--- src/rtl/ps2_ascii_decoder.sv ---
// PS/2 Set 2 scan-code to ASCII decoder with prefix FSM, Shift tracking and
// a show-ahead output FIFO with sticky overflow flag.
module ps2_ascii_decoder #(
    parameter int FIFO_DEPTH      = 8,
    parameter int HEX_LETTERS     = 1,
    parameter int RAW_PASSTHROUGH = 0
) (
    input  logic                          clk,
    input  logic                          rst_n,
    input  logic                          scan_valid,
    input  logic [7:0]                    scan_code,
    input  logic                          rd_en,
    output logic [7:0]                    ascii_code,
    output logic                          ascii_valid,
    output logic                          fifo_full,
    output logic [$clog2(FIFO_DEPTH):0]   fifo_count,
    output logic                          overflow,
    output logic                          shift_active
);
    localparam int AW = $clog2(FIFO_DEPTH);
    localparam int CW = AW + 1;

    typedef enum logic [1:0] {IDLE, EXT, BRK, EXT_BRK} state_t;

    typedef struct packed {
        logic       push;
        logic [7:0] data;
    } dec_t;

    state_t state, state_nxt;
    logic   make_n, make_e, brk_n;
    logic   shift_l, shift_r;
    dec_t   dec;

    logic [FIFO_DEPTH-1:0][7:0] mem;
    logic [AW-1:0]              wptr, rptr;
    logic [CW-1:0]              count;
    logic                       empty, full, pop, push;

    // ---------------- prefix FSM ----------------
    always_ff @(posedge clk or negedge rst_n) begin
        if (!rst_n) state <= IDLE;
        else        state <= state_nxt;
    end

    always_comb begin
        state_nxt = state;
        make_n    = 1'b0;
        make_e    = 1'b0;
        brk_n     = 1'b0;
        if (scan_valid) begin
            case (state)
                IDLE: begin
                    if (scan_code == 8'hE0)      state_nxt = EXT;
                    else if (scan_code == 8'hF0) state_nxt = BRK;
                    else                         make_n    = 1'b1;
                end
                EXT: begin
                    if (scan_code == 8'hE0)      state_nxt = EXT;
                    else if (scan_code == 8'hF0) state_nxt = EXT_BRK;
                    else begin
                        make_e    = 1'b1;
                        state_nxt = IDLE;
                    end
                end
                BRK: begin
                    if (scan_code != 8'hF0) begin
                        brk_n     = 1'b1;
                        state_nxt = IDLE;
                    end
                end
                EXT_BRK: begin
                    // extended breaks carry no state we track
                    if (scan_code != 8'hF0) state_nxt = IDLE;
                end
                default: state_nxt = IDLE;
            endcase
        end
    end

    // ---------------- Shift tracking ----------------
    always_ff @(posedge clk or negedge rst_n) begin
        if (!rst_n) begin
            shift_l <= 1'b0;
            shift_r <= 1'b0;
        end else begin
            if (make_n && scan_code == 8'h12) shift_l <= 1'b1;
            if (brk_n  && scan_code == 8'h12) shift_l <= 1'b0;
            if (make_n && scan_code == 8'h59) shift_r <= 1'b1;
            if (brk_n  && scan_code == 8'h59) shift_r <= 1'b0;
        end
    end

    assign shift_active = shift_l | shift_r;

    // ---------------- make-code mapping ----------------
    function automatic dec_t letter(input logic [7:0] lc, input logic [7:0] raw, input logic sh);
        dec_t d;
        if (HEX_LETTERS != 0) begin
            d.push = 1'b1;
            d.data = sh ? (lc - 8'h20) : lc;
        end else begin
            d.push = (RAW_PASSTHROUGH != 0);
            d.data = raw;
        end
        return d;
    endfunction

    always_comb begin
        dec.push = 1'b0;
        dec.data = scan_code;
        if (make_n) begin
            dec.push = 1'b1;
            case (scan_code)
                8'h12, 8'h59: dec.push = 1'b0;
                8'h45: dec.data = 8'h30;
                8'h16: dec.data = 8'h31;
                8'h1E: dec.data = 8'h32;
                8'h26: dec.data = 8'h33;
                8'h25: dec.data = 8'h34;
                8'h2E: dec.data = 8'h35;
                8'h36: dec.data = 8'h36;
                8'h3D: dec.data = 8'h37;
                8'h3E: dec.data = 8'h38;
                8'h46: dec.data = 8'h39;
                8'h5A: dec.data = 8'h0D;
                8'h29: dec.data = 8'h20;
                8'h66: dec.data = 8'h08;
                8'h1C: dec = letter(8'h61, scan_code, shift_active);
                8'h32: dec = letter(8'h62, scan_code, shift_active);
                8'h21: dec = letter(8'h63, scan_code, shift_active);
                8'h23: dec = letter(8'h64, scan_code, shift_active);
                8'h24: dec = letter(8'h65, scan_code, shift_active);
                8'h2B: dec = letter(8'h66, scan_code, shift_active);
                default: dec.push = (RAW_PASSTHROUGH != 0);
            endcase
        end else if (make_e && scan_code == 8'h5A) begin
            dec.push = 1'b1;
            dec.data = 8'h0D;
        end
    end

    // ---------------- output FIFO ----------------
    assign empty = (count == '0);
    assign full  = (count == CW'(FIFO_DEPTH));
    assign pop   = rd_en & ~empty;
    // a pop frees the slot the push lands in, so full+pop still accepts
    assign push  = dec.push & (~full | pop);

    always_ff @(posedge clk) begin
        if (push) mem[wptr] <= dec.data;
    end

    always_ff @(posedge clk or negedge rst_n) begin
        if (!rst_n) begin
            wptr     <= '0;
            rptr     <= '0;
            count    <= '0;
            overflow <= 1'b0;
        end else begin
            if (push) wptr <= wptr + 1'b1;
            if (pop)  rptr <= rptr + 1'b1;
            if (push && !pop)      count <= count + 1'b1;
            else if (pop && !push) count <= count - 1'b1;
            if (dec.push && !push) overflow <= 1'b1;
        end
    end

    assign ascii_valid = ~empty;
    assign ascii_code  = empty ? 8'h00 : mem[rptr];
    assign fifo_full   = full;
    assign fifo_count  = count;
endmodule

--- config.mk ---
export PLATFORM = sky130hd
export DESIGN_NAME = ps2_ascii_decoder
export DESIGN_NICKNAME = d
export VERILOG_FILES = /design/src/rtl/ps2_ascii_decoder.sv
export SDC_FILE = /design/constraint.sdc
export NUM_CORES = 1
export LEC_CHECK = 0
export ABC_CLOCK_PERIOD_IN_PS = 3600
export BUFFER_PORTS_ARGS = -buffer_cell sky130_fd_sc_hd__buf_4
export CAP_MARGIN = 20
export CELL_PAD_IN_SITES_DETAIL_PLACEMENT = 1
export CELL_PAD_IN_SITES_GLOBAL_PLACEMENT = 2
export CORE_MARGIN = 1.5
export CORE_UTILIZATION = 35
export DETAILED_ROUTE_END_ITERATION = 6
export PLACE_DENSITY_LB_ADDON = 0.1
export SETUP_SLACK_MARGIN = 0.1
export SKIP_CTS_REPAIR_TIMING = 1
export SYNTH_ARGS = -nofsm -noshare
export SYNTH_HDL_FRONTEND = slang
export SYNTH_SLANG_ARGS = --single-unit
--- constraint.sdc ---
create_clock -name clk -period 3.6 [get_ports clk]
set_input_delay 0.72 -clock clk [delete_from_list [all_inputs] [get_ports clk]]
set_output_delay 0.72 -clock clk [all_outputs]
set_load 0.1 [all_outputs]
# Yosys cells after proc, flatten, opt, wreduce, memory -nomap -nowiden
# Index checks and enable logic that the tools add are counted.
[word_totals]
register_bits = 79
in_bits = 12
wordCells = 114
[classes]
add_sub_neg = 4
magnitude_cmp = 3
eq_ne = 30
n_mux = 37
n_bitwise = 6
reduce_logical = 19
[ops]
columns = ["operator", "count"]
rows = [
  ["8-bit one-hot mux with 19 select lines", 1],
  ["8-bit by 6-bit equality test with 1-bit output, second input constant", 12],
  ["64-bit bitwise mux", 1],
  ["8-bit by 7-bit equality test with 1-bit output, second input constant", 5],
  ["6-bit two-way mux", 6],
  ["8-bit by 5-bit equality test with 1-bit output, second input constant", 4],
  ["8-bit binary-select mux with 3-bit select", 1],
  ["8-bit demux with 3-bit select", 1],
  ["8-bit two-way mux", 3],
  ["19-bit OR reduction", 1],
  ["9-bit two-way mux", 2],
  ["8-bit equality test, second input constant", 2],
  ["1-bit two-way mux", 14],
  ["2-bit two-way mux", 5],
  ["1-bit logical AND", 9],
  ["3-bit by 4-bit less-than comparator with 1-bit output, second input constant", 2],
  ["4-bit two-way mux", 2],
  ["8-bit != test, second input constant", 1],
  ["3-bit by 1-bit adder with 3-bit output, second input constant", 2],
  ["2-bit one-hot mux with 3 select lines", 1],
  ["2-bit nonzero test", 3],
  ["4-bit by 1-bit adder with 4-bit output, second input constant", 1],
  ["2-bit equality test, second input constant", 2],
  ["4-bit equality test, second input constant", 1],
  ["other kinds (13)", 17],
]

# Logic depth before layout (Yosys ltp)
# Gate-level depths: netlist (run 1).
[depth]
ltp_word = 13
mapped_depth = 15

# Worst setup path before layout (run 1)
# No wires, ideal clock.
[synth_path]
path_kind = "register to register"
from = "register count[3] (netlist: fifo_count[3])"
to = "register count[3] (netlist: fifo_count[3])"
setup_time_ns = 0.163
t_arrival_ns = 6.100
path_slack_ns = -2.663
stages_incl_launch_ff = 14
path_buffers = 0
synth_period_minus_slack_ns = 6.263
path_cell_list = "dfrtp_1 nor4b_1 and2_1 a2111oi_4 o21ai_4 inv_1 ha_1 inv_1 ha_1 a21o_1 a21oi_1 xnor2_1 nor2_1 xor2_1"
[synth_via]
word_cells_on_any_way = 16
[synth_rtl]
columns = ["item", "line", "rtl"]
rows = [
  ["start: declaration", "37", "logic [CW-1:0] count;"],
  ["start signal: assignment", "163", "if (push && !pop) count <= count + 1'b1;"],
  ["start signal: assignment", "164", "else if (pop && !push) count <= count - 1'b1;"],
  ["4-bit equality test (*)", "145", "assign full = (count == CW'(FIFO_DEPTH));"],
  ["via fifo_full", "15", "output logic fifo_full,"],
  ["1-bit inverter (*)", "148", "assign push = dec.push & (~full | pop);"],
  ["1-bit OR (*)", "148", ""],
  ["1-bit bitwise AND (*)", "148", ""],
  ["via push", "38", "logic empty, full, pop, push;"],
  ["1-bit zero test", "164", ""],
  ["1-bit logical AND", "164", ""],
  ["2-bit nonzero test (no source line)", "--", ""],
]
# The timed path passes the listed nets; every way through them passes the cells marked *. The select of a mux whose other input is x is not followed.
# A chain may end at the register's enable or synchronous reset.

# Worst setup path in the final report (run 1)
[layout_path]
from = "input port scan_code[4]"
to = "register count[3] (netlist: fifo_count[3])"
[layout_via]
elab_chain_cells = 12
word_cells_on_any_way = 38
[layout_lines]
columns = ["item", "line", "rtl"]
rows = [
  ["start: declaration", "11", "input logic [7:0] scan_code,"],
  ["8-bit equality test", "55, 60", ""],
  ["1-bit two-way mux", "55, 60", ""],
  ["1-bit two-way mux", "54", "if (scan_code == 8'hE0) state_nxt = EXT;"],
  ["1-bit two-way mux", "52", "case (state)"],
  ["1-bit two-way mux", "51", "if (scan_valid) begin"],
  ["1-bit logical AND", "137", "end else if (make_e && scan_code == 8'h5A) begin"],
  ["9-bit two-way mux", "137", ""],
  ["9-bit two-way mux (*)", "112", "if (make_n) begin"],
  ["1-bit bitwise AND (*)", "148", ""],
  ["via push", "38", ""],
  ["1-bit zero test", "164", ""],
  ["1-bit logical AND", "164", ""],
  ["2-bit nonzero test (no source line)", "--", ""],
]
# The timed path passes the listed nets; every way through them passes the cells marked *.

==> flow_summary.ini, run 1 <==
[hold_path]
hold_path.class = input pin to asynchronous set/reset pin

[logic_synthesis]
synthArstFlopShare = 0.190
syn_inst = 299
synth_edf_count = 64
synthSimpleGateAreaFrac = 0.155
syn_area_per_cell_um2 = 13.9
synth_cell_types = 72
ys_warn_count = 0
synthXorXnorAreaFrac = 0.0168
syn_nets = 317
synth_seq_area_share = 0.552
synth_compound_area_frac = 0.102
synth_mux_area_frac = 0.120
synth_fa_ha_area_frac = 0.0198
synth_top_family_by_area = simple AND/OR/NAND/NOR gates
synth_seq_cells = 79
syn-cell-area_mm2 = 0.00416
ys.flop_type = edfxtp_1

[floorplanning]
io_pins = 28
die_x_um = 112
die_height_um = 112
initial_core_util = 0.361
dieArea_mm2 = 0.0126
coreArea_mm2 = 0.0115
rows = 39

[sta]
period_needed_ns = 3.17
rsz0062_at_grt = no
fin_setup_tns_ns = 0
fin_crit_sh = 0.882
fin_skew_ns = 0.00717
hold_viol = 0
worst_pin_slew_ns = 0.965
setup_viol = 0
maxSlewViolCount = 0
fmaxAchievable_mhz = 315
relSlewSlack = 0.352

[clock_network]
cts_root_buffer = clkbuf_16
cts_buffer_depth = 2
clk_pin_slew_ns = 0.06
clk_latency_ns = 0.34
cts-buffers-inserted = 9
htree_num_levels = 3
cts_tree = built
clock_sinks = 79

[grt]
antenna_found_initial = 0
grt_max_degree = 20
grt_use_total = 0.174
grt.overflow.total = 0
grt_pass1_vias = 2915
grt_pass1_wl_mm = 16.1

[worst_setup_path]
r2r_cells = 13
crit-reg2reg-launch = fifo_count[2]$_DFFE_PN0P_
crit_required_ns = 3.82
r2r_setup_slack_ns = 0.97
cp-end-kind = register
crit_type = input pin to register
arrival_ns = 3.39
crit_fanout = 17
worst_setup_path_start_kind = input pin
reg2reg_to = fifo_count[3]$_DFFE_PN0P_

[drt]
drc_errors = 4
num_vias = 2679
vias_per_cell = 5.46
finalWirelength_mm = 10.2
first_pass_iters = 6
wire_per_inst_um = 20.7
drt-initial-drc-count = 106
ant_nets = 0

[layout]
drive_above_1_share = 0.356
diodes = 0
finalNonFillerCells = 491
final_util = 0.434
syn2layout_area_growth_pct = 20.0
nNetsFinal = 362

[run_status]
violations = DRC
status = finished with violations

[power]
p_leak_nw = 1.80
peakVddDrop_uv = 308
power_density_mw_per_mm2 = 774

[place]
finalWeightedCongestion = 0.799
dp_hpwl_mm = 7.38
dp_cells = 476
io_buffers = 27

[flow_run]
drv_cap = 0
-- power by group --
part	switching [mW]	leakage, nW	internal (mW)
sequential	0.146	0.756	1.07
clock	0.347	0.151	0.601
combinational	1.17	0.893	0.533
-- layout make-up --
class	instances	area [um^2]
multi-input combinational	190	1750
sequential	79	2310
fill	1206	6520
tap	143	179
timing repair buffer	53	398
clock buffer	9	225
clock inverter	6	86.3
inverter	11	41.3
-- worst max-delay path by stage --
stage,startpoint,end,slack (ns),depth (start not counted)
final,scan_code[4],fifo_count[3]$_DFFE_PN0P_,0.43,14
after global routing,scan_code[4],fifo_count[3]$_DFFE_PN0P_,0.33,14
after CTS,scan_code[4],fifo_count[3]$_DFFE_PN0P_,0.45,14
after detailed placement,scan_code[4],fifo_count[3]$_DFFE_PN0P_,0.09,14
after global placement,scan_code[4],fifo_count[3]$_DFFE_PN0P_,0.14,14
after floorplan,fifo_count[2]$_DFFE_PN0P_,fifo_count[3]$_DFFE_PN0P_,0.05,13
-- layer usage --
metal | vias up | global-route usage | wire [um]
li1 | 1259 | - | -
met1 | 1373 | 0.213 | 4590
met2 | 40 | 0.305 | 5190
met3 | 7 | 0.0421 | 294
met4 | 0 | 0.0557 | 87
met5 | - | 0 | 0
-- sequential cells by signal (all words and copies together), names as in the netlist --
name,count
wptr,3
fifo_count,4
mem,64
shift_r,1
overflow,1
rptr,3
state,2
shift_l,1
-- critical path, stage by stage --
cell      delay (ns)
buf_4           0.17
or4b_1          0.58
a221oi_2        0.43
or4_4           0.23
o21ai_4         0.07
inv_1           0.08
ha_2            0.19
inv_2           0.07
ha_4            0.20
a21o_1          0.16
a21oi_2         0.14
xnor2_1         0.14
nor2_1          0.08
xor2_1          0.14
-- per-stage QoR --
| stage | power (mW) | setup WS [ns] | hold slack, ns | area, um^2 |
|---|---|---|---|---|
| finish | 3.87 | 0.425 | 0.232 | 4990 |
| global route | 4.05 | 0.325 | 0.228 | 4990 |
| CTS | 3.93 | 0.453 | 0.224 | 4990 |
| detailed placement | 2.96 | 0.0877 | 0.527 | 4680 |
| global placement | 2.94 | 0.140 | 0.520 | 4680 |
| floorplan | 2.59 | 0.0512 | 0.424 | 4210 |
-- synthesized netlist by cell type, drive strengths merged (3+ instances only) --
| cell | n | area, um^2 |
|---|---|---|
| nor4bb | 3 | 30.0 |
| o22ai | 3 | 18.8 |
| nor4 | 4 | 43.8 |
| buf | 11 | 70.1 |
| a211oi | 3 | 27.5 |
| xnor2 | 7 | 61.3 |
| nor3 | 6 | 30.0 |
| a21oi | 4 | 23.8 |
| o21ai | 10 | 72.6 |
| mux4 | 16 | 360 |
| or3b | 3 | 26.3 |
| edfxtp | 64 | 1920 |
| or2 | 3 | 18.8 |
| mux2 | 4 | 48.8 |
| nand2 | 12 | 45.0 |
| nand4b | 3 | 26.3 |
| a31oi | 4 | 25.0 |
| nor2b | 4 | 25.0 |
| nor4b | 5 | 43.8 |
| inv | 11 | 41.3 |
| clkbuf | 8 | 35.0 |
| mux2i | 9 | 90.1 |
| dfrtp | 15 | 375 |
| nor2 | 20 | 75.1 |
| o211ai | 4 | 40.0 |
| nand4 | 4 | 31.3 |
| nand3b | 3 | 22.5 |
| nor3b | 3 | 22.5 |
| nand2b | 8 | 50.1 |
| ha | 5 | 62.6 |
| nand3 | 6 | 30.0 |
-- cell usage in the layout, fill, tap and decap left out, types with 4 or more instances in the layout --
master,count
buf_4,53
nand3_1,6
mux4_2,16
inv_1,10
nand2_1,12
nand2b_1,8
dfrtp_1,11
edfxtp_1,64
nor2_1,20
clkbuf_16,9
nor3_1,6
mux2i_1,9
xnor2_1,7
nor4b_1,4
nor2b_1,4
o21ai_0,7
a31oi_1,4
-- logic make-up (layout without fill, tap and decap cells) --
family                   Yosys count  count (layout)
AO/OA/AOI/OAI                     47              47
XOR/XNOR                           8               8
adder cells (fa/ha/maj)            6               6
buffers and inverters             30              79
flip-flops                        79              79
multiplexers                      29              29
AND/OR/NAND/NOR                  100             100
No activity file was read; power rests on OpenSTA's default activity.
==> run 2: changes to the inputs <==
--- a/config.mk
+++ b/config.mk
@@ -6,13 +6,13 @@
 export NUM_CORES = 1
 export LEC_CHECK = 0
 export ABC_CLOCK_PERIOD_IN_PS = 3600
-export BUFFER_PORTS_ARGS = -buffer_cell sky130_fd_sc_hd__buf_4
 export CAP_MARGIN = 20
 export CELL_PAD_IN_SITES_DETAIL_PLACEMENT = 1
 export CELL_PAD_IN_SITES_GLOBAL_PLACEMENT = 2
 export CORE_MARGIN = 1.5
 export CORE_UTILIZATION = 35
 export DETAILED_ROUTE_END_ITERATION = 6
+export DONT_BUFFER_PORTS = 1
 export PLACE_DENSITY_LB_ADDON = 0.1
 export SETUP_SLACK_MARGIN = 0.1
 export SKIP_CTS_REPAIR_TIMING = 1
==> run 2 against run 1 <==
The run still ends with DRC left. Via count down 3.8%. Sequential power up 16%. Global-route usage down 0.19 points. Clock skew down 0.0017 ns. First-iteration DRC count up 21%. Maximum frequency up 5.4%. Sequential share of layout area up 1.5 points. Flip-flop and latch count unchanged. Clock power up 0.8%. Combinational power down 13%. Worst hold slack worse by 0.16 ns. Largest power group unchanged.
==> flow_summary.ini, run 2 (synthesis gave the netlist of run 1 again) <==
[run_status]
status = finished with violations
violations = DRC

[layout]
syn2layout_area_growth_pct = 16.2
largest_reg_flops = 64
nNetsFinal = 334
final_cell_mix = 64 x edfxtp_1, 24 x buf_4, 16 x mux4_2
regMostFlops = mem
diodes = 0
fillers = 1173
layout_commonest_cell = edfxtp_1
drive_above_1_share = 0.324

[grt]
grt.overflow.total = 0
grt.busiest_layer = met2
met3_usage = 0.0389
grtUsageMet2 = 0.296
grt_pass1_wl_mm = 16.2
use_met1 = 0.215
grt_use_total = 0.172
grt_max_degree = 23
antenna_found_initial = 0
grt_pass1_vias = 2815

[worst_setup_path]
crit_fanout = 19
worst_setup_path_start_kind = input pin
arrival_ns = 3.22
cp-end-kind = register
crit_type = input pin to register
crit_required_ns = 3.81
r2r_setup_slack_ns = 0.68

[drt]
first_pass_iters = 6
finalWirelength_mm = 9.98
num_vias = 2578
wire_per_inst_um = 21.5
drt-initial-drc-count = 128
ant_nets = 0
drc_errors = 4
vias_per_cell = 5.56

[sta]
worst_pin_slew_ns = 0.944
fin_crit_sh = 0.837
fin_setup_tns_ns = 0
maxSlewViolCount = 0
period_needed_ns = 3.01
fmaxAchievable_mhz = 332
relSlewSlack = 0.371
setup_viol = 0
hold_viol = 0
fin_skew_ns = 0.00542
hold_slack_ns = 0.0725
rsz0062_at_grt = no

[clock_network]
cts-buffers-inserted = 9
htree_num_levels = 3
clock_sinks = 79
cts_tree = built
clk_latency_ns = 0.34
cts_buffer_depth = 2
clk_pin_slew_ns = 0.06
cts_root_buffer = clkbuf_16

[floorplanning]
rows = 39
initial_core_util = 0.361
coreArea_mm2 = 0.0115
dieArea_mm2 = 0.0126
io_pins = 28
die_height_um = 112
die_x_um = 112

[power]
power_density_mw_per_mm2 = 795
p_leak_nw = 1.67
peakVddDrop_uv = 299

[hold_path]
hold_path.class = input pin to asynchronous set/reset pin

[place]
finalWeightedCongestion = 0.729
io_buffers = 0
dp_hpwl_mm = 7.26

[flow_run]
drv_cap = 0
[run 2: cell type report]
cell class                 count  area [um^2]  area share
clock buffer                   9          225      0.0466
clock inverter                 7         97.6      0.0202
inverter                      11         41.3     0.00854
multi-input combinational    190         1770       0.367
sequential                    79         2310       0.478
tap                          143          179      0.0370
timing repair buffer          25          208      0.0430
[run 2: per-stage QoR]
stage | std cells | util | setup slack (ns) | cell area [um^2] | total power, mW
after floorplan | 299 | - | 0.0512 | 4210 | 2.59
after global placement | 448 | 0.392 | 0.313 | 4510 | 2.91
after detailed placement | 448 | 0.392 | 0.237 | 4510 | 2.93
after CTS | 464 | 0.420 | 0.589 | 4830 | 3.90
after global routing | 464 | 0.420 | 0.417 | 4830 | 4.02
final | 464 | 0.420 | 0.587 | 4830 | 3.84
[run 2: power by group]
part | switching [mW] | internal [mW]
logic | 0.979 | 0.511
registers | 0.333 | 1.06
clock network | 0.349 | 0.607
[run 2: final timing paths]
path / from / end / cells past startpoint
worst min register to register: shift_l$_DFFE_PN0P_ / shift_l$_DFFE_PN0P_ / 2
worst min-delay path: rst_n / rptr[0]$_DFFE_PN0P_ / 0
worst max-delay path: scan_code[1] / fifo_count[3]$_DFFE_PN0P_ / 13
worst max register to register: fifo_count[2]$_DFFE_PN0P_ / fifo_count[3]$_DFFE_PN0P_ / 13
min in group clk: scan_code[7] / mem[15]$_DFFE_PP_ / 0
max in group asynchronous: rst_n / fifo_count[2]$_DFFE_PN0P_ / 0
[run 2: routing by layer]
metal | wire length [um] | vias to the layer above
li1 | - | 1212
met1 | 4510 | 1320
met2 | 4960 | 34
met3 | 334 | 12
met4 | 181 | 0
met5 | 0 | -
[run 2: worst max-delay path, cell delays in order]
cell	delay (ns)
or4b_2	0.73
nor3_1	0.35
a2111oi_4	0.13
o21ai_4	0.11
inv_1	0.07
ha_2	0.18
inv_2	0.09
ha_4	0.20
a21o_1	0.16
a21oi_2	0.12
xnor2_1	0.13
nor2_1	0.07
xor2_1	0.14
